$ cat src/rtl/tap_ctrl_ir.sv
// JTAG TAP controller with an instruction register and three data registers
// (BYPASS, IDCODE, USER).
//
// Parameters:
//   IR_WIDTH      - instruction register width (>= 2)
//   USER_DR_WIDTH - user data register width (>= 1)
//   IDCODE_VALUE  - 32-bit identification code, bit 0 must be 1
// Ports:
//   GCLK_Pad        in   TAP clock, all state changes on its rising edge
//   TRST_Pad        in   asynchronous active-high reset
//   TMS_Pad         in   test mode select
//   TDI_Pad         in   serial data in
//   TDO_Pad         out  serial data out (LSB of the selected shift register)
//   TDO_EN_Pad      out  high in Shift-IR / Shift-DR only
//   state_obs_Pad   out  current TAP state code
//   ir_out          out  active instruction
//   user_dr_in      in   value captured into the USER register in Capture-DR
//   user_dr_out     out  USER update register
//   update_dr_pulse out  one-cycle strobe after a USER Update-DR
module tap_ctrl_ir #(
  parameter int unsigned IR_WIDTH      = 4,
  parameter int unsigned USER_DR_WIDTH = 8,
  parameter logic [31:0] IDCODE_VALUE  = 32'h0000_0A35
) (
  input  logic                     GCLK_Pad,
  input  logic                     TRST_Pad,
  input  logic                     TMS_Pad,
  input  logic                     TDI_Pad,
  output logic                     TDO_Pad,
  output logic                     TDO_EN_Pad,
  output logic [3:0]               state_obs_Pad,
  output logic [IR_WIDTH-1:0]      ir_out,
  input  logic [USER_DR_WIDTH-1:0] user_dr_in,
  output logic [USER_DR_WIDTH-1:0] user_dr_out,
  output logic                     update_dr_pulse
);

  typedef enum logic [3:0] {
    StTlr   = 4'hF,
    StRti   = 4'hC,
    StSelDr = 4'h7,
    StCapDr = 4'h6,
    StShDr  = 4'h2,
    StEx1Dr = 4'h1,
    StPauDr = 4'h3,
    StEx2Dr = 4'h0,
    StUpdDr = 4'h5,
    StSelIr = 4'h4,
    StCapIr = 4'hE,
    StShIr  = 4'hA,
    StEx1Ir = 4'h9,
    StPauIr = 4'hB,
    StEx2Ir = 4'h8,
    StUpdIr = 4'hD
  } tap_state_e;

  localparam logic [IR_WIDTH-1:0] IrIdcode = IR_WIDTH'(1);
  localparam logic [IR_WIDTH-1:0] IrUser   = IR_WIDTH'(2);

  tap_state_e               state_q, state_d;
  logic [IR_WIDTH-1:0]      ir_q;
  logic [IR_WIDTH-1:0]      ir_sr_q;
  logic                     bypass_q;
  logic [31:0]              idcode_sr_q;
  logic [USER_DR_WIDTH-1:0] user_sr_q;
  logic [USER_DR_WIDTH-1:0] user_dr_out_q;
  logic                     pulse_q;

  // Everything that is not IDCODE or USER (all-ones included) selects BYPASS.
  logic sel_idcode, sel_user;
  assign sel_idcode = (ir_q == IrIdcode);
  assign sel_user   = (ir_q == IrUser);

  always_comb begin
    state_d = state_q;
    unique case (state_q)
      StTlr:   state_d = TMS_Pad ? StTlr   : StRti;
      StRti:   state_d = TMS_Pad ? StSelDr : StRti;
      StSelDr: state_d = TMS_Pad ? StSelIr : StCapDr;
      StCapDr: state_d = TMS_Pad ? StEx1Dr : StShDr;
      StShDr:  state_d = TMS_Pad ? StEx1Dr : StShDr;
      StEx1Dr: state_d = TMS_Pad ? StUpdDr : StPauDr;
      StPauDr: state_d = TMS_Pad ? StEx2Dr : StPauDr;
      StEx2Dr: state_d = TMS_Pad ? StUpdDr : StShDr;
      StUpdDr: state_d = TMS_Pad ? StSelDr : StRti;
      StSelIr: state_d = TMS_Pad ? StTlr   : StCapIr;
      StCapIr: state_d = TMS_Pad ? StEx1Ir : StShIr;
      StShIr:  state_d = TMS_Pad ? StEx1Ir : StShIr;
      StEx1Ir: state_d = TMS_Pad ? StUpdIr : StPauIr;
      StPauIr: state_d = TMS_Pad ? StEx2Ir : StPauIr;
      StEx2Ir: state_d = TMS_Pad ? StUpdIr : StShIr;
      StUpdIr: state_d = TMS_Pad ? StSelDr : StRti;
      default: state_d = StTlr;
    endcase
  end

  always_ff @(posedge GCLK_Pad or posedge TRST_Pad) begin
    if (TRST_Pad) begin
      state_q <= StTlr;
    end else begin
      state_q <= state_d;
    end
  end

  // Actions are keyed on the state the controller is in at the clock edge.
  always_ff @(posedge GCLK_Pad or posedge TRST_Pad) begin
    if (TRST_Pad) begin
      ir_q          <= IrIdcode;
      ir_sr_q       <= '0;
      bypass_q      <= 1'b0;
      idcode_sr_q   <= '0;
      user_sr_q     <= '0;
      user_dr_out_q <= '0;
      pulse_q       <= 1'b0;
    end else begin
      pulse_q <= 1'b0;
      case (state_q)
        StCapIr: ir_sr_q <= IR_WIDTH'(1);
        StShIr:  ir_sr_q <= {TDI_Pad, ir_sr_q[IR_WIDTH-1:1]};
        StUpdIr: ir_q    <= ir_sr_q;
        StCapDr: begin
          if (sel_idcode)    idcode_sr_q <= IDCODE_VALUE;
          else if (sel_user) user_sr_q   <= user_dr_in;
          else               bypass_q    <= 1'b0;
        end
        StShDr: begin
          if (sel_idcode) begin
            idcode_sr_q <= {TDI_Pad, idcode_sr_q[31:1]};
          end else if (sel_user) begin
            // Written as a shift so a 1-bit USER register needs no special case.
            user_sr_q <= (user_sr_q >> 1)
                       | (USER_DR_WIDTH'(TDI_Pad) << (USER_DR_WIDTH - 1));
          end else begin
            bypass_q <= TDI_Pad;
          end
        end
        StUpdDr: begin
          if (sel_user) begin
            user_dr_out_q <= user_sr_q;
            pulse_q       <= 1'b1;
          end
        end
        default: ;
      endcase
      // Arriving in (or staying in) Test-Logic-Reset selects IDCODE.
      if (state_d == StTlr) ir_q <= IrIdcode;
    end
  end

  // Registered sources only: TDI/TMS never reach TDO combinationally.
  always_comb begin
    TDO_Pad    = 1'b0;
    TDO_EN_Pad = 1'b0;
    case (state_q)
      StShIr: begin
        TDO_EN_Pad = 1'b1;
        TDO_Pad    = ir_sr_q[0];
      end
      StShDr: begin
        TDO_EN_Pad = 1'b1;
        if (sel_idcode)    TDO_Pad = idcode_sr_q[0];
        else if (sel_user) TDO_Pad = user_sr_q[0];
        else               TDO_Pad = bypass_q;
      end
      default: ;
    endcase
  end

  assign state_obs_Pad   = state_q;
  assign ir_out          = ir_q;
  assign user_dr_out     = user_dr_out_q;
  assign update_dr_pulse = pulse_q;

endmodule
$ cat config.mk
export PLATFORM = sky130hd
export DESIGN_NAME = tap_ctrl_ir
export DESIGN_NICKNAME = d
export VERILOG_FILES = /design/src/rtl/tap_ctrl_ir.sv
export SDC_FILE = /design/constraint.sdc
export NUM_CORES = 1
export LEC_CHECK = 0
export CORE_MARGIN = 2
export CORE_UTILIZATION = 65
export CTS_CLUSTER_SIZE = 28
export DETAILED_ROUTE_END_ITERATION = 10
export DONT_BUFFER_PORTS = 1
export GPL_TIMING_DRIVEN = 0
export PLACE_DENSITY = 0.81
export SLEW_MARGIN = 20
export SYNTH_ARGS = -nofsm -noshare
export SYNTH_HDL_FRONTEND = slang
export SYNTH_SLANG_ARGS = --single-unit
$ cat constraint.sdc
create_clock -name GCLK_Pad -period 4.7 [get_ports GCLK_Pad]
set_input_delay 0.47 -clock GCLK_Pad [delete_from_list [all_inputs] [get_ports GCLK_Pad]]
set_output_delay 0.47 -clock GCLK_Pad [all_outputs]
set_load 0.005 [all_outputs]
Yosys cells after proc, flatten, opt, wreduce, memory -nomap -nowiden
Cells that the tools add are included.
{ "word_totals": {"reg_bits": 62, "input_bits": 12, "out_inout_bits": 19} }
{ "op_classes": {"eq_ne": 26, "n_mux": 35, "n_bitwise": 1, "n_reduce_logical": 12} }
{ "ops": {"columns": ["cell", "count"], "rows": [
  ["32-bit 2-to-1 mux", 2],
  ["32-bit case mux with 2 select lines", 1],
  ["4-bit case mux with 12 select lines", 1],
  ["4-bit equality test, second input constant", 9],
  ["8-bit 2-to-1 mux", 4],
  ["4-bit by 3-bit equality test with 1-bit output, second input constant", 4],
  ["2-bit inequality test, second input constant", 8],
  ["8-bit case mux with 2 select lines", 1],
  ["4-bit by 2-bit equality test with 1-bit output, second input constant", 3],
  ["2-bit 2-to-1 mux", 6],
  ["3-bit 2-to-1 mux", 4],
  ["4-bit 2-to-1 mux", 3],
  ["1-bit 2-to-1 mux", 10],
  ["5-bit AND reduction", 2],
  ["4-bit by 1-bit equality test with 1-bit output, second input constant", 2],
  ["7-bit by 8-bit OR with 8-bit output", 1],
  ["4-bit case mux with 2 select lines", 1],
  ["2-bit nonzero test", 3],
  ["2-bit OR reduction", 3],
  ["4-bit zero test", 1],
  ["1-bit case mux with 2 select lines", 2],
  ["3-bit AND reduction", 1],
  ["3-bit OR reduction", 1],
  ["2-bit AND reduction", 1]
]} }

Longest topological paths before layout
{ "logic_depth": {"depth_word": 5, "ltp_mapped": 6} }

Worst setup path before layout
No wires, ideal clock.
{ "synth_timing": {"path_type": "reg-to-output", "start": "register ir_q[3], in the netlist ir_out[3]", "end": "output port TDO_Pad", "arrival_ps": 1294, "required_ps": 4230, "path_slack_ps": 2936, "path_stages_with_launch": 5, "n_path_buf": 0, "cell_sequence": "dfrtp_1 -> a211o_2 -> a221oi_1 -> o21ai_0 -> a21boi_0"} }
{ "synth_between": {"elab_chain_len": 4} }
{ "synth_lines": {"columns": ["element", "line", "rtl"], "rows": [
  ["start: declaration", "61", "logic [IR_WIDTH-1:0] ir_q;"],
  ["start signal: assignment", "108", "ir_q <= IrIdcode;"],
  ["start signal: assignment", "120", "StUpdIr: ir_q <= ir_sr_q;"],
  ["start signal: assignment", "146", "if (state_d == StTlr) ir_q <= IrIdcode;"],
  ["4-bit by 2-bit equality test with 1-bit output", "72", "assign sel_user = (ir_q == IrUser);"],
  ["1-bit 2-to-1 mux", "162", "else if (sel_user) TDO_Pad = user_sr_q[0];"],
  ["1-bit 2-to-1 mux (*)", "161", "if (sel_idcode) TDO_Pad = idcode_sr_q[0];"],
  ["1-bit case mux with 2 select lines (*)", "154", "case (state_q)"],
  ["end: declaration", "29", "output logic TDO_Pad,"]
]} }
Every way passes the cells marked *; elsewhere a longest branch is shown, timed or not.

Worst setup path in the final report
Same ends and word-level chain as after synthesis.

==> impl_metrics.env <==
export IMPL_via_per_inst=5.79
export IMPL_async_reset_ff_share_pct=100
export IMPL_crit_start="ir_out[3]"
export IMPL_start_util_pct=67.6
export IMPL_cp_start_kind="flip-flop"
export IMPL_clock_sinks=62
export IMPL_yosysUniqueCellTypes=35
export IMPL_setup_viol=0
export IMPL_grt_max_degree=53
export IMPL_hp_class="input pin to flip-flop"
export IMPL_clk_pin_slew_ps=60
export IMPL_core_area_um2=4030
export IMPL_fin_crit_ps=2370
export IMPL_crit_path_end_kind="output pin"
export IMPL_rsz0062_at_grt="false"
export IMPL_synth_edf_count=0
export IMPL_status="completed"
export IMPL_synth_top_family_by_area="simple AND/OR/NAND/NOR gates"
export IMPL_grt_overflow=0
export IMPL_max_cap_violations=0
export IMPL_area_growth_pct=9.60
export IMPL_cts_tree="yes"
export IMPL_syn_cell_area_um2=2730
export IMPL_numCtsBuffers=9
export IMPL_portBuffers=0
export IMPL_p_leak_nw=1.39
export IMPL_fill_cells=271
export IMPL_vias=1952
export IMPL_dr_pass1_iters=6
export IMPL_hold_depth=1
export IMPL_crit_arrival_ps=1900
export IMPL_syn_avg_cell_area_um2=10.1
export IMPL_ios=31
export IMPL_dieWidth_um=68.8
export IMPL_synth_mux_area_share_pct=6.57
export IMPL_r2r_setup_slack_ps=2640
export IMPL_synth_yosys_seq_area_share_pct=57.2
export IMPL_ant_nets=0
export IMPL_final_cell_mix="57 x dfrtp_1, 53 x nand2_1, 49 x o21ai_0"
export IMPL_synth_nets=282
export IMPL_hpwl_mm=3.68
export IMPL_dieArea_um2=4730
export IMPL_r2r_start="state_obs_Pad[1]"
export IMPL_wirelength_mm=5.54
export IMPL_synthFlopType="dfrtp_1"
export IMPL_wire_per_inst_um=16.4
export IMPL_cts_max_level=3
export IMPL_num_rows=23
export IMPL_place_congestion=0.740
export IMPL_drc=0
export IMPL_fmax_mhz=422
export IMPL_final_common_cell="dfrtp_1"
export IMPL_period_share_pct=50.4
export IMPL_n_antenna_cell=0
export IMPL_synth_simple_area_share_pct=20.5
export IMPL_r2r_worst_path_cells=6
export IMPL_grt_total_usage_pct=27.1
export IMPL_antenna_found_initial=0
export IMPL_synth_compound_area_share_pct=12.5
export IMPL_die_y_um=68.8
export IMPL_cts_setup_buffers=0
export IMPL_synthAdderAreaFrac_pct=0
export IMPL_r2r_end="idcode_sr_q[12]"
export IMPL_fin_area_um2=2990
export IMPL_crit_type="flip-flop to output pin"
export IMPL_hold_viol=0
export IMPL_peakVddDrop_mv=0.237
export IMPL_yosys_register_bits=62
export IMPL_clockBufferDepth=2
export IMPL_drtIter0Drc=242
export IMPL_drv_slew=0
export IMPL_grt_pass1_wl_mm=9.14
export IMPL_cts_root_buf="clkbuf_8"
export IMPL_fin_tns_setup_ps=0
export IMPL_p_per_area_nw_per_um2=572
export IMPL_worstMarginPinSlew_ps=650
export IMPL_synth_warnings=0
export IMPL_place_area_um2=2820
export IMPL_relSlewSlack_pct=56.7
export IMPL_grt_pass1_vias=1977
export IMPL_cp_data_required_time_ps=4230
export IMPL_whs_endpoint="state_obs_Pad[3]"
export IMPL_hold_start="TMS_Pad"
export IMPL_final_nets=295
export IMPL_clock_skew_ps=12.2
export IMPL_synthXorXnorAreaFrac_pct=0.321
export IMPL_drive_above_1_share_pct=11.8
export IMPL_synthCells=270
export IMPL_clk_insertion_delay_late_ps=340
export IMPL_path_max_fanout=7
==> what timing repair did <==
item / in CTS / in global routing
hold buffers: 1 / 0
hold endpoints to repair: 10 / 0
gates resized for setup: 0 / 0
==> cell type report <==
class / instances / area [um^2] / area share [%]
Buffer: 15 / 61.3 / 2.05
Clock buffer: 13 / 149 / 4.99
Clock inverter: 2 / 10.0 / 0.335
Inverter: 5 / 21.3 / 0.712
Multi-Input combinational cell: 188 / 1090 / 36.4
Sequential cell: 62 / 1560 / 52.2
Tap cell: 50 / 62.6 / 2.09
Timing Repair Buffer: 2 / 37.5 / 1.26
==> cells by family after synthesis <==
family	Yosys count
AND/OR/NAND/NOR	108
AO/OA/AOI/OAI	62
flip-flops	62
buffers and inverters	20
multiplexers	17
XOR/XNOR	1
==> routing by layer <==
layer / global-route usage, % / vias up / wire [um] / part of all wire [%]
li1: - / 931 / - / -
met1: 33.8 / 944 / 2390 / 43
met2: 43.0 / 61 / 2680 / 48
met3: 8.28 / 16 / 318 / 5.7
met4: 13.2 / 0 / 155 / 2.8
met5: 0 / - / 0 / 0
==> worst max-delay path, cell delays in order, from the launching register on <==
cell and delay, ps:
dfrtp_1 500, a211o_2 350, a221oi_1 260, o21ai_0 170, a21boi_0 280
==> worst max path at each step <==
stage / slack, ps / end
after floorplan: 2700 / bypass_q
after global placement: 2110 / ir_out[2]
after detailed placement: 2710 / idcode_sr_q[6]
after CTS: 2350 / TDO_Pad
after global routing: 2240 / TDO_Pad
final: 2330 / TDO_Pad
==> where the power goes <==
part           switching (mW)  internal, mW  leakage [nW]
Combinational           0.292         0.213         0.515
Sequential              0.132         0.685         0.794
Clock                   0.185         0.201        0.0833
==> registers in the layout, indices dropped and copies added, names as in the netlist <==
register         count
user_dr_out          8
ir_out               4
bypass_q             1
user_sr_q            8
update_dr_pulse      1
idcode_sr_q         32
state_obs_Pad        4
ir_sr_q              4
==> metrics by stage <==
step	power [mW]	util [%]	worst slack [ps]	std cells	hold slack, ps
after floorplan	1.18	-	2700	270	449
after global placement	1.28	69.2	2110	320	462
after detailed placement	1.32	69.9	2710	321	264
after CTS	1.71	74.1	2350	337	205
after global routing	1.83	74.1	2240	337	218
final	1.71	74.1	2330	337	214
==> Yosys cell counts (2+ instances only) <==
library cell,number,share of area [%]
dfrtp_1,57,52
nand2_1,53,7.3
o21ai_0,49,9.0
nand2b_1,28,6.4
nor2_1,13,1.8
clkbuf_1,11,1.5
mux2i_1,10,3.7
mux2_2,7,2.9
dfstp_2,5,4.8
inv_1,5,0.69
nand3_1,4,0.73
a21oi_1,2,0.37
buf_1,2,0.28
nor2b_1,2,0.46
o31ai_1,2,0.55
No activity file was read; power rests on OpenSTA's default activity.
